[src/rtl/sccb_responder.sv]
// sccb_responder: OV7670 SCCB target model; oversamples SIO_C/SIO_D and decodes
// 3-phase writes, 2-phase writes and 2-phase reads into a register-file port.
module sccb_responder #(
  parameter logic [6:0] DEV_ID = 7'h21,
  parameter bit         ACK_EN = 1'b1
) (
  input  logic       clk,
  input  logic       reset,
  input  logic       pwdn,
  input  logic       sio_c,
  input  logic       sio_d_i,
  output logic       sio_d_oe,
  output logic [7:0] reg_addr,
  output logic [7:0] reg_wdata,
  output logic       reg_we,
  output logic       reg_re,
  input  logic [7:0] reg_rdata,
  output logic       busy
);
  typedef enum logic [3:0] {
    S_IDLE, S_ID, S_ID_ACK, S_SUB, S_SUB_ACK, S_DATA, S_DATA_ACK, S_RD, S_RD_NA, S_IGNORE
  } state_t;
  state_t state_q, state_d;
  logic [2:0] sc_q, sc_d, sd_q, sd_d;
  logic [3:0] cnt_q, cnt_d;
  logic [7:0] shift_q, shift_d, addr_q, addr_d, wdata_q, wdata_d;
  logic       rd_q, rd_d, oe_q, oe_d, busy_q, busy_d, we_q, we_d, re_q, re_d;
  logic       sc_rise, sc_fall, bus_start, bus_stop;
  logic [7:0] byte_in;
  // [1] is the synchronized level, [2] its one-clk delay for edge detection
  assign sc_d      = {sc_q[1:0], sio_c};
  assign sd_d      = {sd_q[1:0], sio_d_i};
  assign sc_rise   = sc_q[1] & ~sc_q[2];
  assign sc_fall   = ~sc_q[1] & sc_q[2];
  assign bus_start = sc_q[1] & sc_q[2] & ~sd_q[1] & sd_q[2];
  assign bus_stop  = sc_q[1] & sc_q[2] & sd_q[1] & ~sd_q[2];
  assign byte_in   = {shift_q[6:0], sd_q[1]};
  always_comb begin
    state_d = state_q;
    cnt_d   = cnt_q;
    shift_d = shift_q;
    addr_d  = addr_q;
    wdata_d = wdata_q;
    rd_d    = rd_q;
    oe_d    = oe_q;
    busy_d  = busy_q;
    we_d    = 1'b0;
    re_d    = 1'b0;
    if (pwdn) begin
      state_d = S_IDLE;
      oe_d    = 1'b0;
      busy_d  = 1'b0;
    end else if (bus_start) begin
      state_d = S_ID;
      cnt_d   = '0;
      oe_d    = 1'b0;
      busy_d  = 1'b1;
    end else if (bus_stop) begin
      state_d = S_IDLE;
      oe_d    = 1'b0;
      busy_d  = 1'b0;
    end else begin
      case (state_q)
        S_ID, S_SUB, S_DATA: if (sc_rise) begin
          shift_d = byte_in;
          cnt_d   = cnt_q + 4'd1;
          if (cnt_q == 4'd7) begin
            cnt_d = '0;
            if (state_q == S_SUB) begin
              addr_d  = byte_in;
              state_d = S_SUB_ACK;
            end else if (state_q == S_DATA) begin
              wdata_d = byte_in;
              we_d    = 1'b1;
              state_d = S_DATA_ACK;
            end else if (byte_in[7:1] == DEV_ID) begin
              rd_d    = byte_in[0];
              re_d    = byte_in[0];
              state_d = S_ID_ACK;
            end else state_d = S_IGNORE;
          end
        end
        S_ID_ACK, S_SUB_ACK, S_DATA_ACK: if (sc_fall) begin
          // first falling edge opens the ack slot, the second closes it
          if (cnt_q == 4'd0) begin
            oe_d  = ACK_EN;
            cnt_d = 4'd1;
          end else begin
            oe_d    = 1'b0;
            cnt_d   = '0;
            state_d = state_q == S_SUB_ACK ? S_DATA : state_q == S_DATA_ACK ? S_IGNORE : S_SUB;
            if (state_q == S_ID_ACK && rd_q) begin
              oe_d    = ~reg_rdata[7];
              shift_d = {reg_rdata[6:0], 1'b0};
              cnt_d   = 4'd1;
              state_d = S_RD;
            end
          end
        end
        S_RD: if (sc_fall) begin
          oe_d    = cnt_q == 4'd8 ? 1'b0 : ~shift_q[7];
          shift_d = {shift_q[6:0], 1'b0};
          cnt_d   = cnt_q + 4'd1;
          state_d = cnt_q == 4'd8 ? S_RD_NA : S_RD;
        end
        S_RD_NA: state_d = sc_rise ? S_IGNORE : S_RD_NA;
        S_IGNORE: oe_d = 1'b0;
        default: state_d = S_IDLE;
      endcase
    end
  end
  always_ff @(posedge clk or negedge reset) begin
    if (!reset) begin
      state_q <= S_IDLE;
      sc_q    <= '1;
      sd_q    <= '1;
      cnt_q   <= '0;
      shift_q <= '0;
      addr_q  <= '0;
      wdata_q <= '0;
      rd_q    <= 1'b0;
      oe_q    <= 1'b0;
      busy_q  <= 1'b0;
      we_q    <= 1'b0;
      re_q    <= 1'b0;
    end else begin
      state_q <= state_d;
      sc_q    <= sc_d;
      sd_q    <= sd_d;
      cnt_q   <= cnt_d;
      shift_q <= shift_d;
      addr_q  <= addr_d;
      wdata_q <= wdata_d;
      rd_q    <= rd_d;
      oe_q    <= oe_d;
      busy_q  <= busy_d;
      we_q    <= we_d;
      re_q    <= re_d;
    end
  end
  assign sio_d_oe  = oe_q;
  assign reg_addr  = addr_q;
  assign reg_wdata = wdata_q;
  assign reg_we    = we_q;
  assign reg_re    = re_q;
  assign busy      = busy_q;
endmodule
[config.mk]
export PLATFORM = sky130hd
export DESIGN_NAME = sccb_responder
export DESIGN_NICKNAME = d
export VERILOG_FILES = /design/src/rtl/sccb_responder.sv
export SDC_FILE = /design/constraint.sdc
export NUM_CORES = 1
export LEC_CHECK = 0
export BUFFER_PORTS_ARGS = -buffer_cell sky130_fd_sc_hd__clkbuf_2
export CAP_MARGIN = 20
export CORE_MARGIN = 2
export CORE_UTILIZATION = 35
export CTS_BUF_LIST = sky130_fd_sc_hd__clkbuf_16
export CTS_CLUSTER_DIAMETER = 50
export CTS_CLUSTER_SIZE = 14
export DETAILED_ROUTE_END_ITERATION = 10
export GPL_TIMING_DRIVEN = 0
export PLACE_DENSITY = 0.53
export SLEW_MARGIN = 5
export SYNTH_ARGS = -nofsm -noshare
export SYNTH_HDL_FRONTEND = slang
export SYNTH_SLANG_ARGS = --single-unit
[constraint.sdc]
create_clock -name clk -period 2 [get_ports clk]
set_input_delay 0.1 -clock clk [delete_from_list [all_inputs] [get_ports clk]]
set_output_delay 0.1 -clock clk [all_outputs]
set_load 0.05 [all_outputs]
==> Word-level counts from Yosys, hierarchy flattened <==
Cells that the tools add are included.
{ "op_classes": {"addsub": 1, "eq_ne": 27, "muxes": 61, "bitwise_logic": 18, "reduce_logical": 15} }
{ "op_table": {"columns": ["op", "n"], "rows": [
  ["4-bit 2-to-1 mux", 21],
  ["8-bit 2-to-1 mux", 5],
  ["1-bit 2-to-1 mux", 31],
  ["5-bit inequality test, second input constant", 5],
  ["8-bit case mux with 3 select lines", 1],
  ["4-bit by 3-bit == test with 1-bit output, second input constant", 5],
  ["4-bit case mux with 5 select lines", 1],
  ["9-bit AND reduction", 2],
  ["4-bit == test, second input constant", 3],
  ["2-bit inequality test, second input constant", 6],
  ["4-bit case mux with 3 select lines", 1],
  ["6-bit AND reduction", 2],
  ["1-bit inverter", 11],
  ["3-bit inequality test, second input constant", 3],
  ["4-bit by 2-bit == test with 1-bit output, second input constant", 2],
  ["8-bit AND reduction", 1],
  ["1-bit bitwise AND", 7],
  ["7-bit by 6-bit == test with 1-bit output, second input constant", 1],
  ["7-bit AND reduction", 1],
  ["3-bit nonzero test", 2],
  ["6-bit nonzero test", 1],
  ["3-bit OR reduction", 2],
  ["4-bit by 1-bit adder with 4-bit output, second input constant", 1],
  ["4-bit by 1-bit == test with 1-bit output, second input constant", 1],
  ["other kinds (6)", 6]
]} }
{ "totals": {"reg_bits": 43, "input_bits": 13, "out_inout_bits": 20, "word_cells": 134} }

==> Logic depth before layout (Yosys ltp) <==
Gate-level depths: netlist of the first run.
{ "logic_depth": {"depth_word": 10, "mapped_depth": 7} }

==> Worst setup path after synthesis of the first run <==
No wires, ideal clock.
{ "synth_path": {"path_kind": "flip-flop to flip-flop", "from": "register cnt_q[0]", "to": "register shift_q[0]", "setup_ps": 125, "arrival_ps": 1951, "setup_slack_ps": -76, "path_stages_with_launch": 7, "cell_sequence": "dfrtp_1 -> inv_1 -> ha_1 -> nor3b_1 -> nand4b_1 -> a2111oi_4 -> mux2_2"} }
{ "synth_between": {"elab_chain_cells": 3} }
{ "synth_rtl": {"columns": ["element", "line_no", "rtl"], "rows": [
  ["start: declaration", "25", "logic [3:0] cnt_q, cnt_d;"],
  ["start signal: assignment", "130", "cnt_q <= cnt_d;"],
  ["4-bit zero test", "85", "if (cnt_q == 4'd0) begin"],
  ["2-bit inequality test (no source line)", null, null],
  ["9-bit AND reduction (no source line)", null, null],
  ["end signal: assignment", "131", "shift_q <= shift_d;"],
  ["end: declaration", "26", "logic [7:0] shift_q, shift_d, addr_q, addr_d, wdata_q, wdata_d;"]
]} }
Every way passes these cells.
A chain may end at the register's enable or synchronous reset.

==> Worst setup path in the final report of the first run <==
{ "layout_path": {"from": "register state_q[0]", "to": "register shift_q[3]"} }
{ "layout_between": {"elab_chain_cells": 4} }
{ "layout_rtl": {"columns": ["element", "line_no", "rtl"], "rows": [
  ["start: declaration", "23", "state_t state_q, state_d;"],
  ["start signal: assignment", "127", "state_q <= state_d;"],
  ["4-bit by 3-bit == test with 1-bit output (tied with other cells)", "63", "case (state_q)"],
  ["3-bit OR reduction / 1-bit logical AND (equally long branches)", "63, 92", null],
  ["2-bit inequality test (no source line) / 3-bit nonzero test (equally long branches)", null, null],
  ["9-bit AND reduction (no source line)", null, null]
]} }
Several ways; a longest one is shown, not always the timed one.

==> results of run 1 <==
[state kept, by name, summed over array words and instances (netlist names), 3 cells and up]
name	count
sd_q	3
cnt_q	4
reg_wdata	8
shift_q	8
sc_q	3
state_q	4
reg_addr	8
[path summary, 6_finish.rpt]
check                        startpoint          to  slack (ns)  cells after the start
hold / removal             reg_rdata[6]  shift_q[7]        0.14                      4
min in group asynchronous         reset        busy        0.27                      2
max in group asynchronous         reset     sc_q[2]        1.19                      3
hold reg to reg                 sd_q[0]     sd_q[1]        0.36                      0
setup / recovery             state_q[0]  shift_q[3]      -0.002                      6
setup reg to reg             state_q[0]  shift_q[3]      -0.002                      6
[power by group]
part	switching, uW	total [uW]	leakage, uW	internal [uW]
Combinational	52.6	93.9	0.000694	41.2
Clock	320	776	0.0000726	455
Sequential	15.8	906	0.000562	890
Total	389	1780	0.00133	1390
[cell families (layout without fill, tap and decap cells)]
| kind of cell | Yosys count | in the layout | share of synthesized area |
|---|---|---|---|
| AO/OA/AOI/OAI | 42 | 42 | 0.1480 |
| AND/OR/NAND/NOR | 81 | 81 | 0.1882 |
| adder cells (fa/ha/maj) | 2 | 2 | 0.01147 |
| flip-flops | 43 | 43 | 0.4968 |
| buffers and inverters | 13 | 69 | 0.02410 |
| multiplexers | 24 | 24 | 0.1234 |
| XOR/XNOR | 2 | 2 | 0.008034 |
[routing by layer]
| layer | vias to the layer above | GRT usage |
|---|---|---|
| met3 | 8 | 0.03479 |
| met2 | 47 | 0.2471 |
| met5 | - | 0 |
| li1 | 869 | - |
| met4 | 0 | 0.06259 |
| met1 | 857 | 0.2129 |
[area by class of cell]
type,instances,share of cell area
buffer,6,0.01319
sequential,43,0.3811
tap,75,0.03297
clock buffer,5,0.04396
clock inverter,3,0.005714
inverter,7,0.009231
multi-input combinational,151,0.4062
timing repair buffer,48,0.1077
[through the flow]
stage	cell area (um2)	hold WS (ns)	setup TNS, ns
floorplan	2195	-0.1956	-0.3156
global placement	2444	0.1887	-4.230
detailed placement	2464	0.02680	-4.122
CTS	2763	0.1280	-0.2010
global route	2846	0.1418	-0.9182
finish	2846	0.1386	-0.001641
[cell usage in the layout, fill, tap and decap left out, types with 2 or more instances in the layout]
cell / instances
mux2_2: 15
or2_2: 2
clkbuf_2: 33
mux2_4: 8
o211ai_1: 5
o21bai_1: 2
o21ai_0: 7
nor3_1: 6
o31ai_1: 2
and2_1: 2
o31a_1: 2
nand3b_1: 2
nand3_1: 5
nor2_1: 10
dfrtp_1: 36
dfstp_2: 6
dlygate4sd3_1: 3
nand4_1: 2
o2bb2ai_1: 2
buf_6: 2
buf_4: 12
inv_1: 8
ha_2: 2
clkbuf_16: 5
a21oi_1: 7
nand2_1: 30
nand4b_1: 3
[worst max-delay path: cells and delay by family, from the launching register on]
kind | cells | cell delay (ns)
DFF | 1 | 0.41
buffers and inverters | 1 | 0.21
muxes | 1 | 0.31
AOI/OAI and AO/OA | 3 | 0.71
and+or+nand+nor | 1 | 0.23
[what timing repair did]
| action | 4_1_cts | 5_1_grt |
|---|---|---|
| setup endpoints to repair | 27 | 20 |
| hold buffers | 3 | 0 |
| endpoints found under the hold margin | 12 | 0 |
| pin swaps | 3 | 5 |
| gates resized for setup | 16 | 16 |
| buffers inserted | 8 | 5 |
==> flow_metrics.tcl, run 1 <==
set metrics [dict create \
    fp.dieH_um 82.94 \
    clock-root-buffer "clkbuf_16" \
    worstMarginPinSlew_ns 0.4844 \
    drc_errors 0 \
    drive_gt1_frac 0.3954 \
    hold_violations 0 \
    arrival_ns 2.17 \
    netlist_instances 207 \
    fmax_mhz 499.6 \
    grt_usage 0.1579 \
    critPathKind "reg2reg" \
    synthTopCellsByCount "dfrtp_1, nand2_1, mux2_2, nor2_1" \
    yosysSeqAreaShare 0.4968 \
    place_ws_ns -0.3100 \
    slew_viol_final 0 \
    worstPathCellList "a21bo_4 > or2_1 > o21a_1 > a2111oi_4 > buf_6 > mux2_4" \
    vias 1781 \
    grt_pass1_vias 1706 \
    wl_met1_um 2351 \
    min_period_ns 2.002 \
    rsz0062_at_grt "yes" \
    yosys_register_bits 43 \
    cts_tree "yes" \
    met2WireLength_um 2509 \
    die_w_um 82.94 \
    critPathMaxFanout 8 \
    hold_class "in2reg" \
    cts_made_buffers 5 \
    fillCellCount 573 \
    synth.distinct_cells 52 \
    relSlewSlack 0.6764 \
    ant_nets 0 \
    htree_levels 2 \
    placementRows 28 \
    yosysWarnings 0 \
    totalWireLength_um 5189 \
    p_per_area_mw_per_mm2 623.9 \
    leakage_uw 0.001329 \
    required_ns 2.17 \
    cts_sinks 43 \
    gp_congestion 0.7840 \
    syn_nets 222 \
    core_area_mm2 0.005956 \
    power_uw 1776 \
    vdd_drop_max_uv 460.0 \
    synth_edf_count 0 \
    synthToLayoutAreaGrowth_pct 30.52 \
    highest_layer "met4" \
    drt_pass1_iterations 4 \
    skew_ns 0.003459 \
    post-synth-top-area-cell "dfrtp_1" \
    num_antenna_cells 0 \
    overflow 0 \
    dpl.cell_count 314 \
    synth.avg_cell_area_um2 10.54 \
    grt_start_max_net_pins 32 \
    dr_wl_met3_um 226 \
    ctsLongestPathBuffers 2 \
    synth_most_common_cell "dfrtp_1" \
    final_core_util 0.4779 \
    multi_input_area_mm2 0.001156 \
    yosys.area.top_type_share 0.4246 \
    layout.area.seq_mm2 0.001085 \
    synth_flop_cell "dfrtp_1" \
    synthTopCellsByArea "dfrtp_1, mux2_2, dfstp_2" \
    failed_checks "setup timing" \
    clk_pin_slew_ns 0.06 \
    grt_antenna_before_repair 0 \
    maxCapViolCount 0 \
    hpwlAfterDp_um 3568 \
    endpoint_kind "register" \
    io_buffers 31 \
    fin_crit_sh 1.001 \
    dieArea_mm2 0.006878 \
    start_util 0.3662 \
    cp_slowest_cell "dfrtp_2" \
    syn_area_mm2 0.002181 \
    vias_per_cell 5.269 \
    clk_latency_ns 0.28 \
    layout.nets 277 \
    ioPinCount 33 \
    critPathMaxStageDelay_ns 0.41 \
    setup_violations 1 \
    stdcell_count 338 \
    status "finished, violations left" \
    grt_pass1_wl_um 8714 \
    layout_setup_ws_ns -0.001641 \
    routedWlPerCell_um 15.35 \
    async_flop_share 1.000 \
    startpoint_type "register" \
    drtIter0Drc 149 \
]
Note: power is estimated with default switching activity, not from simulation.
==> run 2, diff against run 1 <==
- CORE_UTILIZATION: 35 -> 44
- PLACE_DENSITY: 0.53 -> 0.65
==> run 2 against run 1 <==
Compared with the run above:
- fmax fell by 1.9%
- wire length fell by 2.4%
- first-iteration DRC count fell by 24%
- global-route usage rose by 4.0 points
- clock skew rose by 0.00077 ns
- the flow still finishes with violations (setup timing)
- critical path depth did not move
- combinational power barely moved
- register-to-register slack got worse by 0.04 ns
==> flow_metrics.tcl, run 2 (synthesis gave the netlist of run 1 again) <==
set metrics [dict create \
    status "finished, violations left" \
    failed_checks "setup timing" \
    totalWireLength_um 5063 \
    fin_tns_setup_ns -0.2668 \
    required_ns 2.16 \
    vias_per_cell 5.445 \
    worstPathCellList "buf_6 > or2_2 > and2_4 > a2111oi_4 > buf_6 > mux2_4" \
    critPathMaxFanout 8 \
    overflow 0 \
    num_antenna_cells 0 \
    io_buffers 31 \
    final_cell_mix "dfrtp_1, clkbuf_2, nand2_1, buf_4, mux2_2" \
    path_buf_inv 2 \
    fin_crit_sh 1.020 \
    arrival_ns 2.20 \
    clock-root-buffer "clkbuf_16" \
    worst_path_dominant_cell_family "simple AND/OR/NAND/NOR gates" \
    cp_slowest_cell "dfrtp_1" \
    die_w_um 74.40 \
    layout.nets 282 \
    power_uw 1783 \
    dpl.cell_count 305 \
    htree_levels 2 \
    leakage_uw 0.001348 \
    cts_sinks 43 \
    critPathMaxStageDelay_ns 0.43 \
    vias 1824 \
    grt_pass1_wl_um 8307 \
    worstMarginPinSlew_ns 0.4979 \
    hold_class "in2reg" \
    drive_gt1_frac 0.4067 \
    vdd_drop_max_uv 481.1 \
    slew_viol_final 0 \
    min_period_ns 2.041 \
    grt_usage 0.1983 \
    postPlaceCellArea_mm2 0.002434 \
    drt_pass1_iterations 4 \
    skew_ns 0.004224 \
    start_util 0.4587 \
    p_per_area_mw_per_mm2 619.7 \
    stdcell_count 335 \
    gp_congestion 0.8652 \
    place_ws_ns -0.3431 \
    clk_pin_slew_ns 0.06 \
    placementRows 25 \
    cts_made_buffers 5 \
    fmax_mhz 490.0 \
    ioPinCount 33 \
    clk_latency_ns 0.28 \
    routedWlPerCell_um 15.11 \
    endpoint_kind "register" \
    ant_nets 0 \
    cpMostUsedCell "buf_6" \
    fillCellCount 428 \
    synthToLayoutAreaGrowth_pct 31.96 \
    core_area_mm2 0.004755 \
    layout_setup_ws_ns -0.04072 \
    hold_violations 0 \
    critPathKind "reg2reg" \
    grt_start_max_net_pins 44 \
    hpwlAfterDp_um 3372 \
    maxCapViolCount 0 \
    grt_pass1_vias 1721 \
    grt_antenna_before_repair 0 \
    ctsLongestPathBuffers 2 \
    startpoint_type "register" \
    stdcell_area_mm2 0.002878 \
    drtIter0Drc 113 \
    rsz0062_at_grt "yes" \
    dieArea_mm2 0.005535 \
    final_common_cell "dfrtp_1" \
    setup_violations 8 \
    drc_errors 0 \
    cts_tree "yes" \
    relSlewSlack 0.6680 \
    fp.dieH_um 74.40 \
]
==> run 2: per-layer routing <==
layer / share of wire / up-vias / global-route usage
met1: 0.48 / 908 / 0.2805
met4: 0.014 / 0 / 0.07341
met5: 0 / - / 0
met2: 0.48 / 35 / 0.3068
met3: 0.029 / 6 / 0.03523
li1: - / 875 / -
==> run 2: tightest hold or removal path, stage by stage <==
cell and delay [ns]:
clkbuf_2 0.07, nand2_1 0.04, nand2_1 0.05, mux2_4 0.13
==> run 2: timing repair <==
action / in CTS / in global routing
setup buffers: 8 / 10
hold endpoints to repair: 2 / 8
pin swaps: 3 / 4
cloned: 0 / 0
endpoints found under the setup margin: 24 / 23
hold buffers: 2 / 1
gates resized for setup: 16 / 16
==> run 2: cell type report <==
class | instances | area (um2) | area share
clock inverters | 3 | 16.27 | 0.005652
clock buffers | 5 | 125.1 | 0.04348
inverters | 7 | 26.28 | 0.009130
multi-input cells | 151 | 1161 | 0.4035
well taps | 67 | 83.83 | 0.02913
flip-flops and latches | 43 | 1085 | 0.3770
plain buffers | 6 | 36.28 | 0.01261
repair buffers | 53 | 344.1 | 0.1196
==> run 2: power breakdown <==
part           internal, uW  switching, uW  leakage, uW
clock network           456            328    0.0000710
registers               890           15.6     0.000562
logic                  41.5           52.2     0.000715
==> run 2: metrics by stage <==
stage | hold slack, ns | util
2_1_floorplan | -0.1956 | -
3_3_place_gp | 0.1882 | 0.5118
3_5_place_dp | 0.1895 | 0.5118
4_1_cts | 0.04600 | 0.5729
5_1_grt | 0.1586 | 0.6053
6_report | 0.1429 | 0.6053
==> run 2: path summary, 6_finish.rpt <==
path / end / slack [ns] / cells past startpoint / start
min: shift_q[7] / 0.14 / 4 / reg_rdata[6]
max in group asynchronous: sc_q[2] / 1.22 / 3 / reset
min in group asynchronous: reg_re / 0.25 / 2 / reset
min reg2reg: sd_q[1] / 0.36 / 0 / sd_q[0]
max reg2reg: shift_q[3] / -0.04 / 6 / state_q[1]
max: shift_q[3] / -0.04 / 6 / state_q[1]
